<file path="src/rtl/sd_req_arbiter.sv">
// sd_req_arbiter: round-robin sequencer of HDD/floppy block requests onto the
// per-drive sd_rd/sd_wr/sd_ack handshake of hps_io, with an ack timeout abort.
module sd_req_arbiter #(
  parameter int              NREQ      = 3,
  parameter int              TIMEOUT   = 2**22,
  parameter logic [NREQ-1:0] WAIT_MASK = NREQ'(1)
) (
  input  logic                      clk_sys,
  input  logic                      reset_n,
  input  logic [NREQ-1:0]           req_rd,
  input  logic [NREQ-1:0]           req_wr,
  input  logic [NREQ*32-1:0]        req_lba,
  output logic [NREQ*32-1:0]        sd_lba,
  output logic [NREQ-1:0]           sd_rd,
  output logic [NREQ-1:0]           sd_wr,
  input  logic [NREQ-1:0]           sd_ack,
  output logic [NREQ-1:0]           busy,
  output logic [NREQ-1:0]           done,
  output logic [NREQ-1:0]           err,
  output logic [$clog2(NREQ)-1:0]   grant,
  output logic                      cpu_wait
);

  localparam int GW = $clog2(NREQ);
  localparam int CW = $clog2(TIMEOUT);

  typedef enum logic [2:0] {IDLE, ISSUE, XFER, FIN, ABORT} state_t;

  state_t          state, state_nxt;
  logic [NREQ-1:0] prd, pwr, old_ack;
  logic [NREQ-1:0] gnt_oh, clr_rd, clr_wr;
  logic            op_wr;
  logic [CW-1:0]   tmo_cnt;
  logic            tmo_hit;
  logic [GW-1:0]   pick, idx;
  logic            pick_vld;
  logic            ack_rise, ack_fall, closing;

  assign busy     = prd | pwr;
  assign cpu_wait = |(busy & WAIT_MASK);
  assign gnt_oh   = NREQ'(1) << grant;
  assign ack_rise = sd_ack[grant] & ~old_ack[grant];
  assign ack_fall = ~sd_ack[grant] & old_ack[grant];
  assign closing  = (state == FIN) || (state == ABORT);

  assign sd_rd  = (state == ISSUE && !op_wr) ? gnt_oh : '0;
  assign sd_wr  = (state == ISSUE &&  op_wr) ? gnt_oh : '0;
  assign done   = (state == FIN)   ? gnt_oh : '0;
  assign err    = (state == ABORT) ? gnt_oh : '0;
  assign clr_rd = (closing && !op_wr) ? gnt_oh : '0;
  assign clr_wr = (closing &&  op_wr) ? gnt_oh : '0;

  // First busy drive after the last one served, wrapping modulo NREQ.
  // NOTE: every variable written here gets a default first, so no latch is inferred.
  always_comb begin
    pick     = grant;
    pick_vld = 1'b0;
    idx      = grant;
    for (int k = 1; k <= NREQ; k++) begin
      idx = GW'((int'(grant) + k) % NREQ);
      if (!pick_vld && busy[idx]) begin
        pick_vld = 1'b1;
        pick     = idx;
      end
    end
  end

  always_comb begin
    state_nxt = state;
    unique case (state)
      IDLE:       if (pick_vld) state_nxt = ISSUE;
      ISSUE:      if (tmo_hit) state_nxt = ABORT; else if (ack_rise) state_nxt = XFER;
      XFER:       if (tmo_hit) state_nxt = ABORT; else if (ack_fall) state_nxt = FIN;
      FIN, ABORT: state_nxt = IDLE;
      default:    state_nxt = IDLE;
    endcase
  end

  // NOTE: sequential state uses non-blocking assignments so every flop sees pre-edge values.
  always_ff @(posedge clk_sys or negedge reset_n) begin
    if (!reset_n) state <= IDLE;
    else          state <= state_nxt;
  end

  always_ff @(posedge clk_sys or negedge reset_n) begin
    if (!reset_n) begin
      prd     <= '0;
      pwr     <= '0;
      old_ack <= '0;
      grant   <= GW'(NREQ - 1);
      op_wr   <= 1'b0;
      tmo_cnt <= '0;
      tmo_hit <= 1'b0;
    end else begin
      old_ack <= sd_ack;
      // A pulse in the cycle its bit is being retired keeps the bit set.
      prd     <= (prd & ~clr_rd) | req_rd;
      pwr     <= (pwr & ~clr_wr) | req_wr;
      if (state == IDLE) begin
        tmo_cnt <= '0;
        tmo_hit <= 1'b0;
        if (pick_vld) begin
          grant <= pick;
          op_wr <= ~prd[pick];
        end
      end else if (state == ISSUE || state == XFER) begin
        // Terminal count is registered, so the abort lands one cycle after it.
        tmo_cnt <= tmo_cnt + 1'b1;
        tmo_hit <= (tmo_cnt == CW'(TIMEOUT - 1));
      end else begin
        tmo_hit <= 1'b0;
      end
    end
  end

  // NOTE: sd_lba is a small register bank rather than a RAM; it is reset because hps_io reads it directly.
  always_ff @(posedge clk_sys or negedge reset_n) begin
    if (!reset_n) begin
      sd_lba <= '0;
    end else if (state == IDLE && pick_vld) begin
      for (int i = 0; i < NREQ; i++)
        if (pick == GW'(i)) sd_lba[32*i +: 32] <= req_lba[32*i +: 32];
    end
  end

endmodule

</file>
<file path="config.mk">
export PLATFORM = sky130hd
export DESIGN_NAME = sd_req_arbiter
export DESIGN_NICKNAME = d
export VERILOG_FILES = /design/src/rtl/sd_req_arbiter.sv
export SDC_FILE = /design/constraint.sdc
export NUM_CORES = 1
export LEC_CHECK = 0
export BUFFER_PORTS_ARGS = -buffer_cell sky130_fd_sc_hd__buf_2
export CAP_MARGIN = 10
export CELL_PAD_IN_SITES_DETAIL_PLACEMENT = 2
export CELL_PAD_IN_SITES_GLOBAL_PLACEMENT = 2
export CORE_MARGIN = 3
export CORE_UTILIZATION = 35
export DETAILED_ROUTE_END_ITERATION = 10
export PLACE_DENSITY = 0.93
export REMOVE_ABC_BUFFERS = 1
export SYNTH_ARGS = -nofsm -noshare
export SYNTH_HDL_FRONTEND = slang
export SYNTH_SLANG_ARGS = --single-unit
</file>
<file path="constraint.sdc">
create_clock -name clk_sys -period 5.9 [get_ports clk_sys]
set_clock_uncertainty 0.15 [all_clocks]
set_input_delay 0 -clock clk_sys [delete_from_list [all_inputs] [get_ports clk_sys]]
set_output_delay 0 -clock clk_sys [all_outputs]
set_load 0.005 [all_outputs]
</file>
==> Word level (Yosys, flattened, before mapping) <==
Index checks and enable logic that the tools add are counted.
{ "totals": {"input_bits": 107, "ff_bits": 134, "out_inout_bits": 114} }
{ "op_classes": {"n_div": 3, "muxes": 34, "reduce_logical": 20, "shift": 1, "magnitude_cmp": 5, "bitwise": 12, "add_sub_neg": 4, "n_eq_ne": 10} }
{ "ops": {"columns": ["op", "count"], "rows": [
  ["modulo 32 x 3 -> 32 bit (second input constant)", 3],
  ["two-way mux 22 bit", 2],
  ["two-way mux 3 bit", 11],
  ["adder 22 x 1 -> 22 bit (second input constant)", 1],
  ["equality test 22 bit (second input constant)", 1],
  ["less-than comparator 2 x 3 -> 1 bit (second input constant)", 5],
  ["binary-select mux 1 bit (select 2 bit)", 6],
  ["two-way mux 1 bit", 11],
  ["OR 3 bit", 3],
  ["one-hot mux 3 bit (3 select lines)", 1],
  ["AND reduction 2 bit", 4],
  ["logical AND 1 bit", 7],
  ["adder 2 x 2 -> 3 bit (second input constant)", 2],
  ["bitwise AND 3 bit", 2],
  ["equality test 3 x 2 -> 1 bit (second input constant)", 2],
  ["two-way mux 2 bit", 3],
  ["!= test 3 bit (second input constant)", 2],
  ["NOT 3 bit", 2],
  ["adder 2 x 1 -> 3 bit (second input constant)", 1],
  ["equality test 3 x 1 -> 1 bit (second input constant)", 1],
  ["equality test 3 bit (second input constant)", 1],
  ["logical NOT 1 bit", 3],
  ["logical NOT 3 bit", 1],
  ["NOT 1 bit", 3],
  ["9 further kinds", 11]
]} }

==> Longest topological paths before layout <==
{ "logic_depth": {"ltp_word": 14, "depth_mapped": 11, "depth_no_buf": 8} }

==> Least setup slack after synthesis <==
Ideal clock, no wire load.
{ "synth_path": {"kind": "register -> register", "from": "reg grant[0]", "to": "reg sd_lba[35]", "stages_incl_launch_ff": 11, "arrival_time_ps": 2636, "synth_period_minus_slack_ps": 2911, "setup_slack_ps": 2989, "setup_time_ps": 125, "path_cell_list": "dfrtp_1 > inv_1 > ha_1 > buf_2 > nor2b_1 > o31a_1 > a211oi_2 > a31oi_4 > nor2_4 > buf_6 > mux2_2"} }
{ "synth_between": {"elab_chain_cells": 13, "word_cells_on_any_way": 25, "classes_between": "add/sub: 3; div: 3; eq/ne: 1; mux: 12; reduce/logical: 6"} }
{ "synth_lines": {"columns": ["item", "line", "text"], "rows": [
  ["start, declared", "20", "output logic [$clog2(NREQ)-1:0] grant,"],
  ["start signal, assigned", "90", "grant <= GW'(NREQ - 1);"],
  ["start signal, assigned", "103", "grant <= pick;"],
  ["adder 2 x 1 -> 3 bit", "60", "idx = GW'((int'(grant) + k) % NREQ);"],
  ["modulo 32 x 3 -> 32 bit", "60", null],
  ["binary-select mux 1 bit (select 2 bit)", "61", "if (!pick_vld && busy[idx]) begin"],
  ["two-way mux 1 bit (not written as such)", "61", null],
  ["two-way mux 1 bit", "61", null],
  ["logical NOT 1 bit", "61", null],
  ["logical AND 1 bit", "61", null],
  ["two-way mux 1 bit", "61", null],
  ["logical NOT 1 bit", "61", null],
  ["logical AND 1 bit", "61", null],
  ["two-way mux 2 bit / two-way mux 1 bit (equally long branches)", "61", null],
  ["equality test 2 x 1 -> 1 bit / logical AND 1 bit (equally long branches)", "122, 120", null],
  ["AND reduction 2 bit (no line) *", null, null],
  ["end signal, assigned by index", "122", "if (pick == GW'(i)) sd_lba[32*i +: 32] <= req_lba[32*i +: 32];"],
  ["end, declared", "13", "output logic [NREQ*32-1:0] sd_lba,"]
]} }
Every way passes the cells marked *; elsewhere a longest branch is shown, timed or not. The select of a mux whose other input is x is not followed.
A chain may end at the register's enable or synchronous reset.

==> Final worst setup path <==
{ "layout_path": {"from": "reg grant[0]", "to": "reg sd_lba[30]"} }
{ "layout_between": {"elab_chain_cells": 13, "word_cells_on_any_way": 25, "classes_between": "add/sub: 3; div: 3; mux: 12; reduce/logical: 7"} }
{ "layout_lines": {"columns": ["item", "line"], "rows": [
  ["adder 2 x 1 -> 3 bit", "60"],
  ["modulo 32 x 3 -> 32 bit", "60"],
  ["binary-select mux 1 bit (select 2 bit)", "61"],
  ["two-way mux 1 bit (not written as such)", "61"],
  ["two-way mux 1 bit", "61"],
  ["logical NOT 1 bit", "61"],
  ["logical AND 1 bit", "61"],
  ["two-way mux 1 bit", "61"],
  ["logical NOT 1 bit", "61"],
  ["logical AND 1 bit", "61"],
  ["two-way mux 2 bit / two-way mux 1 bit (equally long branches)", "61"],
  ["logical NOT 2 bit / logical AND 1 bit (equally long branches)", "122, 120"],
  ["AND reduction 2 bit (no line) *", null]
]} }
Marked as above.

==> flow_summary.toml <==
[worst_setup_path]
r2r_cells = 9
path_class = "reg -> reg"
reg2reg_to = "sd_lba[30]"
r2r_slack_ps = 1640
crit_required_ps = 6070
worst-endpoint-arrival_ps = 4430
crit_path_start = "grant[0]"
startpoint_type = "flip-flop"
critical_path.endpoint = "sd_lba[30]"
end_kind = "flip-flop"
rr_startpoint = "grant[0]"
worstPathMaxFanout = 20

[logic_synthesis]
ys_dominant_reg_cell = "dfrtp_1"
synth_fa_ha_area_frac = 0.0138
synth_compound_area_frac = 0.0614
yosysWarnings = 0
synth_seq_cells = 134
avgSynthCellArea_um2 = 13.4
synth_edf_count = 0
postSynthCellCount = 461
async_reset_ff_frac = 1.00
muxShareOfSynthArea = 0.214
synth.distinct_cells = 54
syn_area_um2 = 6180
synthXorXnorAreaFrac = 0.0241
synth_top_family_by_area = "multiplexers"
synth-simple-area-share = 0.111
seq_area_frac_synth = 0.543

[layout]
drive_above_1_share = 0.453
seqCellArea_um2 = 3350
layout_common_cells = "buf_2, dfrtp_1, dlygate4sd3_1"
mostFrequentLayoutCell = "buf_2"
finalNetCount = 905
multiInputGateArea_um2 = 2620
fin_area_um2 = 9100
areaGrowthSynthToFinish_pct = 47.3
nFillCells = 1608

[floorplanning]
die_area_um2 = 19300
die_w_um = 139
die_h_um = 139
core-area_um2 = 16900
io_pins = 221
rows = 47
start_util = 0.365

[sta]
finalCritPeriodShare = 0.722
finalSetupTns_ps = 0
min_period_ps = 4260
slew_headroom = 0.272
finalSetupViolations = 0
worstMarginPinSlew_ps = 1090
fmax_mhz = 235
rsz0062_at_grt = "no"
drv_slew = 0
hold_violations = 0

[detailed_routing]
routed_wirelength_mm = 33.3
postRouteAntennaNets = 0
post_drt_via_cell_ratio = 5.50
drtPass1Iterations = 5
wl_per_cell_um = 32.4
drcViolationCount = 0
num_vias = 5647
first_iter_violations = 470

[clock_tree]
cts_sinks = 134
cts_tree = "done"
cts_buffers = 17
htreeDepth = 4
path_clk_slew_ps = 70
post-cts-setup-buffer-count = 0
insertion_delay_ps = 450
cts_buffer_depth = 2
clock-root-buffer = "clkbuf_16"

[placed_design]
dp_hpwl_mm = 16.0
placed_area_um2 = 7440
place.gp.congestion = 0.840
port_buffers = 220

[power]
power_density_nw_per_um2 = 541
ir_worst_vdd_mv = 0.222
power.leakage_nw = 4.44

[outcome]
status = "finished, final reports clean"

[worst_hold_path]
hp-start = "sd_ack[0]"
hp-class = "in -> reg"

[global_route]
antenna_found_initial = 2
grt_max_degree = 81
grt_pass1_wl_mm = 48.2
first_global_vias = 6589
grt-ovfl-total = 0
grtUsageTotal = 0.344

[job]
max-cap-violations = 0
per-layer routing:
| metal | wire, um | part of all wire | vias up | global-route usage |
|---|---|---|---|---|
| met5 | 10 | 0.00030 | - | 0 |
| met4 | 1190 | 0.036 | 2 | 0.123 |
| met3 | 2130 | 0.064 | 80 | 0.0962 |
| met2 | 16400 | 0.49 | 333 | 0.576 |
| met1 | 13600 | 0.41 | 2950 | 0.428 |
| li1 | - | - | 2282 | - |
critical path, stage by stage, from the launching register on:
cell and delay [ps]:
dfrtp_1 620, inv_1 210, ha_1 620, nand2b_1 270, o221ai_1 430, nor2_1 80
a21oi_1 360, nand3_2 540, buf_4 460, mux2_4 360
kinds of logic after synthesis:
family | after synthesis
multiplexers | 98
AND/OR/NAND/NOR | 127
AO/OA/AOI/OAI | 47
XOR/XNOR | 17
flip-flops | 134
adder cells (fa/ha/maj) | 7
buffers and inverters | 31
per-stage QoR:
stage	worst slack [ps]	power [mW]	std cells	utilization	hold WS [ps]
final	1640	4.92	1026	0.537	98.3
after global routing	1560	5.09	1026	0.537	102
after CTS	1950	4.60	1025	0.537	101
after detailed placement	2040	3.37	887	0.439	8.15
after global placement	2330	3.18	887	0.439	2.16
after floorplan	2100	2.58	443	-	-446
sequential cells by signal (all words and copies together), names as in the netlist:
register and cells:
grant 2, old_ack 3, op_wr 1, prd 3
pwr 3, sd_lba 96, state 3, tmo_cnt 22
tmo_hit 1
final cells by class:
class	instances	share of cell area
antenna	1	0.000275
timing repair buffer	330	0.241
tap	220	0.0303
multi-input combinational	296	0.288
clock inverter	12	0.0157
sequential	134	0.369
clock buffer	20	0.0502
inverter	13	0.00536
report_power, final:
group	switching, mW	total, mW	internal (mW)	leakage, nW
logic	1.02	2.03	1.01	2.56
registers	0.428	1.73	1.30	1.60
clock network	0.515	1.17	0.654	0.281
Yosys cell counts, types with 4 or more instances:
cell	count	area (um^2)
nand3_1	10	50.1
a21o_1	9	67.6
xnor2_1	5	43.8
nor3_1	8	40.0
nand2_1	24	90.1
a21oi_1	6	30.0
ha_1	6	75.1
inv_1	11	41.3
mux2_4	59	886
nor3b_1	4	30.0
nor2b_1	4	25.0
o21ai_0	9	45.0
nor2_1	32	120
mux2_2	36	405
xor2_1	12	105
buf_2	5	25.0
and2_1	10	62.6
dfrtp_1	133	3330
nand4_1	5	31.3
nand2b_1	7	43.8
buf_6	10	113
a211oi_1	4	30.0
and3_1	7	43.8
timing repair:
| item | 4_1_cts | 5_1_grt |
|---|---|---|
| resized for setup | 0 | 0 |
| hold buffers | 106 | 0 |
| hold endpoints to repair | 183 | 0 |
how the worst min path moves through the flow:
| stage | end | slack (ps) | depth (start not counted) |
|---|---|---|---|
| 3_5_place_dp | old_ack[0] | 8 | 1 |
| 4_1_cts | old_ack[2] | 100 | 2 |
| 5_1_grt | old_ack[0] | 100 | 2 |
| 2_1_floorplan | grant[0] | -450 | 0 |
| 3_3_place_gp | old_ack[2] | 2 | 1 |
| 6_report | old_ack[0] | 100 | 2 |
Power figures use the tool's default switching activity.
